`config.mk`:
```
export PLATFORM = sky130hd
export DESIGN_NAME = i2c_report_scheduler
export DESIGN_NICKNAME = d
export VERILOG_FILES = /design/src/rtl/i2c_report_pkg.sv /design/src/rtl/report_rr_arbiter.sv /design/src/rtl/i2c_report_scheduler.sv
export SDC_FILE = /design/constraint.sdc
export NUM_CORES = 1
export LEC_CHECK = 0
export ABC_AREA = 1
export CORE_MARGIN = 5
export CORE_UTILIZATION = 47
export DETAILED_ROUTE_END_ITERATION = 8
export HOLD_SLACK_MARGIN = 0.05
export PLACE_DENSITY = 0.84
export SYNTH_ARGS = -nofsm -noshare
export SYNTH_HDL_FRONTEND = slang
export SYNTH_SLANG_ARGS = --single-unit
```
`constraint.sdc`:
```
create_clock -name clk -period 1.5 [get_ports clk]
set_clock_uncertainty 0.1 [all_clocks]
set_input_delay 0.375 -clock clk [delete_from_list [all_inputs] [get_ports clk]]
set_output_delay 0.375 -clock clk [all_outputs]
set_load 0.05 [all_outputs]
```
`src/rtl/i2c_report_pkg.sv`:
```
// Shared types and constants for the I2C report scheduler.
// Holds the FSM state enum, grant source encodings, status-byte bit
// positions and the tracker sample payload struct.
package i2c_report_pkg;

    localparam int unsigned BYTE_W  = 8;
    localparam int unsigned TMR_W   = 16;
    localparam int unsigned SEQ_W   = 3;

    // Status byte layout
    localparam int unsigned OVF_BIT = 7;
    localparam int unsigned SEQ_LSB = 4;

    // Grant sources (also the request bit index)
    localparam logic SRC_TRK = 1'b0;
    localparam logic SRC_ST  = 1'b1;

    typedef enum logic [1:0] {
        ST_IDLE   = 2'd0,
        ST_GRANT  = 2'd1,
        ST_COMMIT = 2'd2,
        ST_LOCKED = 2'd3
    } rpt_state_e;

    typedef struct packed {
        logic [BYTE_W-1:0] x;
        logic [BYTE_W-1:0] y;
    } trk_sample_t;

endpackage

```
`src/rtl/report_rr_arbiter.sv`:
```
// Two-request round-robin arbiter for the report scheduler.
// Ports:
//   clk, rst_n   clock, async active-low reset
//   req[1:0]     pending requests, index SRC_TRK / SRC_ST
//   load         capture the current pick into grant
//   advance      grant committed: point rr at the other source
//   grant        latched source being serviced
//   rr           priority pointer used when both sources request
module report_rr_arbiter
    import i2c_report_pkg::*;
(
    input  logic       clk,
    input  logic       rst_n,
    input  logic [1:0] req,
    input  logic       load,
    input  logic       advance,
    output logic       grant,
    output logic       rr
);

    logic pick_c;

    // Single requester wins outright; a tie falls back to the pointer
    always_comb begin
        pick_c = rr;
        if (req[SRC_TRK] && !req[SRC_ST]) begin
            pick_c = SRC_TRK;
        end else if (req[SRC_ST] && !req[SRC_TRK]) begin
            pick_c = SRC_ST;
        end
    end

    // Grant is held from selection until its commit so rr follows the
    // source actually committed, not whatever is requesting at that time
    always_ff @(posedge clk or negedge rst_n) begin
        if (!rst_n) begin
            grant <= SRC_TRK;
            rr    <= SRC_TRK;
        end else begin
            if (load) begin
                grant <= pick_c;
            end
            if (advance) begin
                rr <= ~grant;
            end
        end
    end

endmodule

```
`src/rtl/i2c_report_scheduler.sv`:
```
// Publishes tracker and status reports into the I2C slave's register
// bytes, never changing them while a bus transaction is in progress, and
// drives an active-low data-ready interrupt with a self-release timeout.
// Optional macro REPORT_SEQ_EN adds a 3-bit tracker-commit sequence count
// into status[6:4]; without it status[6:0] carries st_data[6:0].
// Ports:
//   clk, rst_n                  clock, async active-low reset
//   trk_valid/trk_x/trk_y       tracker sample in (trk_ready always 1)
//   st_valid/st_data/st_ready   status word in, one staging slot
//   bus_busy, rd_done           I2C activity and end-of-read from slave
//   x_pos, y_pos, status        published bytes
//   irq_n                       data-ready interrupt, active-low
//   overflow                    sticky tracker overwrite flag
module i2c_report_scheduler
    import i2c_report_pkg::*;
#(
    parameter int unsigned IRQ_TIMEOUT = 1024
) (
    input  logic              clk,
    input  logic              rst_n,
    input  logic              trk_valid,
    input  logic [BYTE_W-1:0] trk_x,
    input  logic [BYTE_W-1:0] trk_y,
    output logic              trk_ready,
    input  logic              st_valid,
    input  logic [BYTE_W-1:0] st_data,
    output logic              st_ready,
    input  logic              bus_busy,
    input  logic              rd_done,
    output logic [BYTE_W-1:0] x_pos,
    output logic [BYTE_W-1:0] y_pos,
    output logic [BYTE_W-1:0] status,
    output logic              irq_n,
    output logic              overflow
);

`ifdef REPORT_SEQ_EN
    localparam int unsigned KEEP_W = SEQ_LSB;
`else
    localparam int unsigned KEEP_W = OVF_BIT;
`endif
    localparam bit TMO_EN = (IRQ_TIMEOUT != 0) && (IRQ_TIMEOUT <= ((1 << TMR_W) - 1));

    rpt_state_e        state_q, state_d;
    trk_sample_t       trk_stage;
    logic              trk_pend;
    logic [KEEP_W-1:0] st_stage, st_last, st_last_next_c;
    logic              st_pend_c, grant_load_c, commit_c;
    logic              trk_commit_c, st_commit_c, ovf_set_c;
    logic              grant, rr;
    logic [TMR_W-1:0]  tmr_q, tmr_inc_c;
    logic              tmr_hit_c;
    logic [BYTE_W-1:0] status_next_c;
    logic              unused_ok;
`ifdef REPORT_SEQ_EN
    logic [SEQ_W-1:0]  seq_q, seq_next_c;
`endif

    assign trk_ready = 1'b1;
    assign st_pend_c = !st_ready;
    assign unused_ok = ^{rr, st_data[BYTE_W-1:KEEP_W]};

    report_rr_arbiter u_arb (
        .clk     (clk),
        .rst_n   (rst_n),
        .req     ({st_pend_c, trk_pend}),
        .load    (grant_load_c),
        .advance (commit_c),
        .grant   (grant),
        .rr      (rr)
    );

    // State register
    always_ff @(posedge clk or negedge rst_n) begin
        if (!rst_n) begin
            state_q <= ST_IDLE;
        end else begin
            state_q <= state_d;
        end
    end

    // Next state: any bus activity parks the FSM in LOCKED
    always_comb begin
        state_d = state_q;
        unique case (state_q)
            ST_IDLE: begin
                if (bus_busy) begin
                    state_d = ST_LOCKED;
                end else if (trk_pend || st_pend_c) begin
                    state_d = ST_GRANT;
                end
            end
            ST_GRANT:  state_d = bus_busy ? ST_LOCKED : ST_COMMIT;
            ST_COMMIT: state_d = bus_busy ? ST_LOCKED : ST_IDLE;
            ST_LOCKED: begin
                if (!bus_busy) begin
                    state_d = ST_IDLE;
                end
            end
            default:   state_d = ST_IDLE;
        endcase
    end

    // FSM strobes
    always_comb begin
        grant_load_c = 1'b0;
        commit_c     = 1'b0;
        unique case (state_q)
            ST_IDLE:   grant_load_c = !bus_busy && (trk_pend || st_pend_c);
            ST_COMMIT: commit_c     = !bus_busy;
            default:   ;
        endcase
    end

    assign trk_commit_c = commit_c && (grant == SRC_TRK);
    assign st_commit_c  = commit_c && (grant == SRC_ST);
    // Overwrite of an uncommitted sample; a same-cycle commit makes room
    assign ovf_set_c    = trk_valid && trk_pend && !trk_commit_c;
    assign st_last_next_c = st_commit_c ? st_stage : st_last;
    assign tmr_inc_c    = (tmr_q == '1) ? tmr_q : tmr_q + TMR_W'(1);
    assign tmr_hit_c    = TMO_EN && (tmr_inc_c == TMR_W'(IRQ_TIMEOUT));

`ifdef REPORT_SEQ_EN
    assign seq_next_c = seq_q + SEQ_W'(trk_commit_c);
`endif

    // Status byte image written on every commit
    always_comb begin
        status_next_c          = '0;
        status_next_c[OVF_BIT] = overflow;
`ifdef REPORT_SEQ_EN
        status_next_c[SEQ_LSB +: SEQ_W]  = seq_next_c;
        status_next_c[KEEP_W-1:0]        = st_last_next_c;
`else
        status_next_c[KEEP_W-1:0]        = st_last_next_c;
`endif
    end

    // Staging slots
    always_ff @(posedge clk or negedge rst_n) begin
        if (!rst_n) begin
            trk_stage <= '0;
            trk_pend  <= 1'b0;
            st_stage  <= '0;
            st_ready  <= 1'b1;
        end else begin
            if (trk_valid) begin
                trk_stage.x <= trk_x;
                trk_stage.y <= trk_y;
                trk_pend    <= 1'b1;
            end else if (trk_commit_c) begin
                trk_pend <= 1'b0;
            end
            if (st_valid && st_ready) begin
                st_stage <= st_data[KEEP_W-1:0];
                st_ready <= 1'b0;
            end else if (st_commit_c) begin
                st_ready <= 1'b1;
            end
        end
    end

    // Published bytes, only touched in a bus-quiet COMMIT
    always_ff @(posedge clk or negedge rst_n) begin
        if (!rst_n) begin
            x_pos   <= '0;
            y_pos   <= '0;
            status  <= '0;
            st_last <= '0;
`ifdef REPORT_SEQ_EN
            seq_q   <= '0;
`endif
        end else if (commit_c) begin
            if (trk_commit_c) begin
                x_pos <= trk_stage.x;
                y_pos <= trk_stage.y;
            end
            st_last <= st_last_next_c;
            status  <= status_next_c;
`ifdef REPORT_SEQ_EN
            seq_q   <= seq_next_c;
`endif
        end
    end

    // Overflow flag: a new overwrite beats a same-cycle read completion
    always_ff @(posedge clk or negedge rst_n) begin
        if (!rst_n) begin
            overflow <= 1'b0;
        end else if (ovf_set_c) begin
            overflow <= 1'b1;
        end else if (rd_done) begin
            overflow <= 1'b0;
        end
    end

    // Interrupt and self-release timer; fresh tracker data re-arms it
    always_ff @(posedge clk or negedge rst_n) begin
        if (!rst_n) begin
            irq_n <= 1'b1;
            tmr_q <= '0;
        end else if (trk_commit_c) begin
            irq_n <= 1'b0;
            tmr_q <= '0;
        end else if (rd_done) begin
            irq_n <= 1'b1;
        end else if (!irq_n) begin
            tmr_q <= tmr_inc_c;
            if (tmr_hit_c) begin
                irq_n <= 1'b1;
            end
        end
    end

endmodule

```
After elaboration in Yosys (flattened, before gate mapping)
Index checks and enable logic that the tools add are counted.
{ "word_totals": {"reg_bits": 78, "ramBits": 0, "rom_bits": 0, "latchBits": 0, "mem_count": 0, "elab_cells": 71, "output_inout_bits": 28, "input_bits": 30} }
{ "classes": {"bitwise": 1, "order_cmp": 0, "multipliers": 0, "reduce_logical": 20, "muxes": 25, "eq_ne": 9, "n_addsub": 1, "shifts": 0, "div": 0} }
{ "ops": {"columns": ["operator", "n"], "rows": [
  ["$mux W16", 4],
  ["$add A16 B1 Y16 const B", 1],
  ["$eq A16 B11 Y1 const B", 1],
  ["$eq A16 B16 Y1 const B", 1],
  ["$mux W1", 15],
  ["$logic_and A1 B1 Y1", 8],
  ["$mux W2", 4],
  ["$pmux W2 S4", 1],
  ["$mux W7", 1],
  ["$reduce_and A2 Y1", 3],
  ["$reduce_bool A2 Y1", 3],
  ["$eq A2 B2 Y1 const B", 2],
  ["$logic_not A1 Y1", 4],
  ["$ne A2 B1 Y1 const B", 2],
  ["$ne A3 B3 Y1 const B", 1],
  ["$eq A2 B1 Y1 const B", 1],
  ["$logic_not A2 Y1", 1],
  ["$ne A2 B2 Y1 const B", 1],
  ["$logic_or A1 B1 Y1", 1],
  ["$not A1 Y1", 1]
]} }

Logic depth before layout (Yosys ltp)
{ "depth": {"depth_word": 7, "ltp_mapped": 12, "ltp_nobuf": 12} }

Hierarchy
From an unflattened synthesis, not the netlist that was laid out.
{ "unflattened": {"cells_unflattened": 390, "area_unflattened_um2": 3249.4} }
{ "modules_own_cells": {"columns": ["mod", "cells_each", "area_per_inst_um2", "seq_area_each_um2", "instances"], "rows": [
  ["i2c_report_scheduler", 376, 3148.0, 1729.2, 1],
  ["report_rr_arbiter", 14, 101.3, 50.0, 1]
]} }

Worst setup path after synthesis
No wires, ideal clock.
{ "synth_path": {"path_type": "register to register", "from": "reg tmr_q[0]", "to": "reg irq_n", "setup_ns": 0.060, "synth_period_minus_slack_ns": 1.643, "t_required_ns": 1.340, "arrival_ns": 1.482, "path_stages_with_launch": 12, "setup_slack_ns": -0.143, "path_cell_list": "dfrtp_1 ha_1 nand2_1 nor2_2 nand2_4 nor2_8 buf_6 nor3_1 nand2_1 nor2_2 nand2_1 nand2_1"} }
{ "synth_via": {"elab_chain_cells": 7} }
{ "synth_lines": {"columns": ["item", "line_no", "text"], "rows": [
  ["start: declaration", "i2c_report_scheduler.sv:51", "logic [TMR_W-1:0] tmr_q, tmr_inc_c;"],
  ["start signal: assignment", "i2c_report_scheduler.sv:208", "tmr_q <= tmr_inc_c;"],
  ["$add A16 B1 Y16 or $eq A16 B16 Y1 (tied branches)", "i2c_report_scheduler.sv:120", "assign tmr_inc_c = (tmr_q == '1) ? tmr_q : tmr_q + TMR_W'(1);"],
  ["$mux W16 (*)", "i2c_report_scheduler.sv:120", null],
  ["$eq A16 B11 Y1 (*)", "i2c_report_scheduler.sv:121", "assign tmr_hit_c = TMO_EN && (tmr_inc_c == TMR_W'(IRQ_TIMEOUT));"],
  ["$mux W1 (*)", "i2c_report_scheduler.sv:209", "if (tmr_hit_c) begin"],
  ["$mux W1 (*)", "i2c_report_scheduler.sv:207", "end else if (!irq_n) begin"],
  ["$mux W1 (*)", "i2c_report_scheduler.sv:205", "end else if (rd_done) begin"],
  ["$mux W1 (*)", "i2c_report_scheduler.sv:202", "end else if (trk_commit_c) begin"],
  ["end signal: assignment", "i2c_report_scheduler.sv:203", "irq_n <= 1'b0;"],
  ["end signal: assignment", "i2c_report_scheduler.sv:206", "irq_n <= 1'b1;"],
  ["end signal: assignment", "i2c_report_scheduler.sv:210", "irq_n <= 1'b1;"],
  ["end: declaration", "i2c_report_scheduler.sv:33", "output logic irq_n,"]
]} }
Every way passes the cells marked *; elsewhere a longest branch is shown, timed or not.
A chain may end at the register's enable or synchronous reset.

Worst setup path in the final report
Ends and elaborated chain as after synthesis.

==> reports/results.ini <==
[status]
status = complete, but fails checks
failed_checks = setup timing

[timing]
fin_crit_ns = 1.884
maxSlewViolCount = 0
fin_setup_tns_ns = -2.421
fin_hold_ws_ns = 0.2354
post-route-period-util_pct = 125.6
rsz0062_at_grt = true
fin_ws_ns = -0.3844
hold_viol_final = 0
setup_violations = 19
fmax_mhz = 530.7

[finish]
nNetsFinal = 538
synthToLayoutAreaGrowth_pct = 55.40
utilization_pct = 74.65
antenna_cells = 0
final_common_cell = nand2_1
drive_above_1_share_pct = 32.81
layout_common_cells = nand2_1, dfrtp_1, buf_4, inv_1, buf_12

[placement]
io_buffer_count = 55
pre_cts_ws_ns = -0.5050
dpl.hpwl_um = 5987
routabilityCongestion = 0.9219

[worst_setup_path]
crit_fanout = 6
cp.arrival_ns = 2.07
reg2reg_slack_ns = -0.38
criticalPathCategory = flip-flop to flip-flop
required_ns = 1.69
critPathLaunch = tmr_q[0]
r2r-start = tmr_q[0]
cp-end-kind = flip-flop
worst_setup_path_start_kind = flip-flop

[cts]
cts_sinks = 71
cts-root-buf = clkbuf_8
cts_buffer_depth = 2
cts_tree = done
path_clk_slew_ns = 0.08
htreeDepth = 3
clock_latency_ns = 0.35
numCtsBuffers = 9

[global_route]
grtUsageTotal_pct = 21.79
grt_max_degree = 72
grt_first_pass_wirelength_um = 14890
grt_overflow_total = 0
grt_pass1_vias = 3123
antenna_found_initial = 0

[power_and_ir_drop]
ir_worst_vdd_mv = 1.705
p_leak_nw = 2.488
power.total_mw = 9.928
p_per_area_nw_per_um2 = 1968

[synthesis]
synth_area_leaders = dfrtp_1, nand2_1, o21ai_0
synth.distinct_cells = 34
synth_top_area_share_pct = 53.20
syn_area_per_cell_um2 = 8.322
ys.warnings.count = 0
netlist_area_um2 = 3246
synth_top_cell_by_area = dfrtp_1
synthCells = 390
yosysSeqAreaShare_pct = 54.82
ys_ff_latch = 71
synth_nets = 421

[floorplanning]
die_area_um2 = 8668
die_w_um = 93.10
rows = 30
start_util_pct = 48.04
die_h_um = 93.10
core_area_um2 = 6756
ios = 58

[worst_hold_path]
min_path_type = input pin to flip-flop
hold_start = bus_busy

[routing]
antenna_left = 0
drt_iter0_markers = 227
wire_per_inst_um = 16.76
drt-total-wl_um = 9920
vias = 3129
dr.pass1.iters = 6
routed_via_density = 5.285
drc = 0

[run]
maxCapViolations = 0

-- path summary, 6_finish.rpt --
path                                end  cells after the start
max                               irq_n                     12
min                          state_q[0]                      3
max reg2reg                       irq_n                     12
min reg2reg                trk_stage[9]                      2
max in group asynchronous         irq_n                      3
min in group asynchronous   st_stage[4]                      3
-- metal layers --
layer / vias to the layer above / GRT usage (%) / share of wire, %
met1: 1505 / 26.50 / 38
met5: - / 0 / 0
met4: 0 / 8.303 / 2.9
met2: 138 / 37.67 / 53
li1: 1454 / - / -
met3: 32 / 4.907 / 6.2
-- synthesized netlist by cell type, drive strengths merged --
master  instances
buf             5
xor2            5
nor2           27
dfstp           2
nand4           3
nor3b           1
ha              1
inv            42
nand3          16
nor3            3
o22ai           3
a21oi           6
nand3b          1
nand2         148
a31oi           1
o21ai          45
o32ai           1
clkinv          1
dfrtp          69
a211oi          1
conb            1
clkbuf          7
a31o            1
-- report_power, final --
| group | switching, mW | internal, mW |
|---|---|---|
| combinational | 2.66 | 2.31 |
| clock | 0.751 | 0.941 |
| sequential | 0.684 | 2.59 |
-- kinds of logic (layout without fill, tap and decap cells) --
family	Yosys count	in the layout	synth area share [%]
AO/OA/AOI/OAI	58	58	9.638
XOR/XNOR	5	5	1.349
adder cells (fa/ha/maj)	1	1	0.3854
buffers and inverters	55	177	6.823
flip-flops	71	71	54.82
other	1	1	0.1155
AND/OR/NAND/NOR	199	199	26.87
-- stage by stage --
step | cell area, um^2 | std cells
after floorplan | 3259 | 390
after global placement | 4478 | 558
after detailed placement | 4478 | 558
after CTS | 4790 | 580
after global routing | 5044 | 592
final | 5044 | 592
-- critical path, cell delays in order, from the launching register on --
cell	delay, ns
dfrtp_1	0.44
ha_4	0.21
nand2_4	0.06
nor2_4	0.05
nand2_4	0.12
nor2_8	0.06
inv_6	0.11
nand3_2	0.11
nor2_2	0.15
nand2_2	0.08
nor2_2	0.15
nand2_1	0.08
nand2_1	0.10
-- registers in the layout, summed over array words and instances (netlist names), 2 cells and up --
name / count
st_stage: 7
state_q: 2
tmr_q: 16
x_pos: 8
trk_stage: 16
status: 8
y_pos: 8
-- cell type report --
| class | count | area, um^2 |
|---|---|---|
| fill | 414 | 1713 |
| timing repair buffer | 117 | 1349 |
| clock buffer | 11 | 131.4 |
| multi-input combinational | 264 | 1424 |
| sequential | 71 | 1780 |
| inverter | 43 | 167.7 |
| tap | 80 | 100.1 |
| timing repair inverter | 1 | 7.507 |
| clock inverter | 5 | 83.83 |
-- what timing repair did --
action,4_1_cts,5_1_grt
buffers inserted,5,12
hold endpoints to repair,69,0
resized for setup,17,52
pin swaps,4,17
setup endpoints to repair,38,39
cloned,0,1
hold buffers,1,0
(Power assumes the default switching activity.)
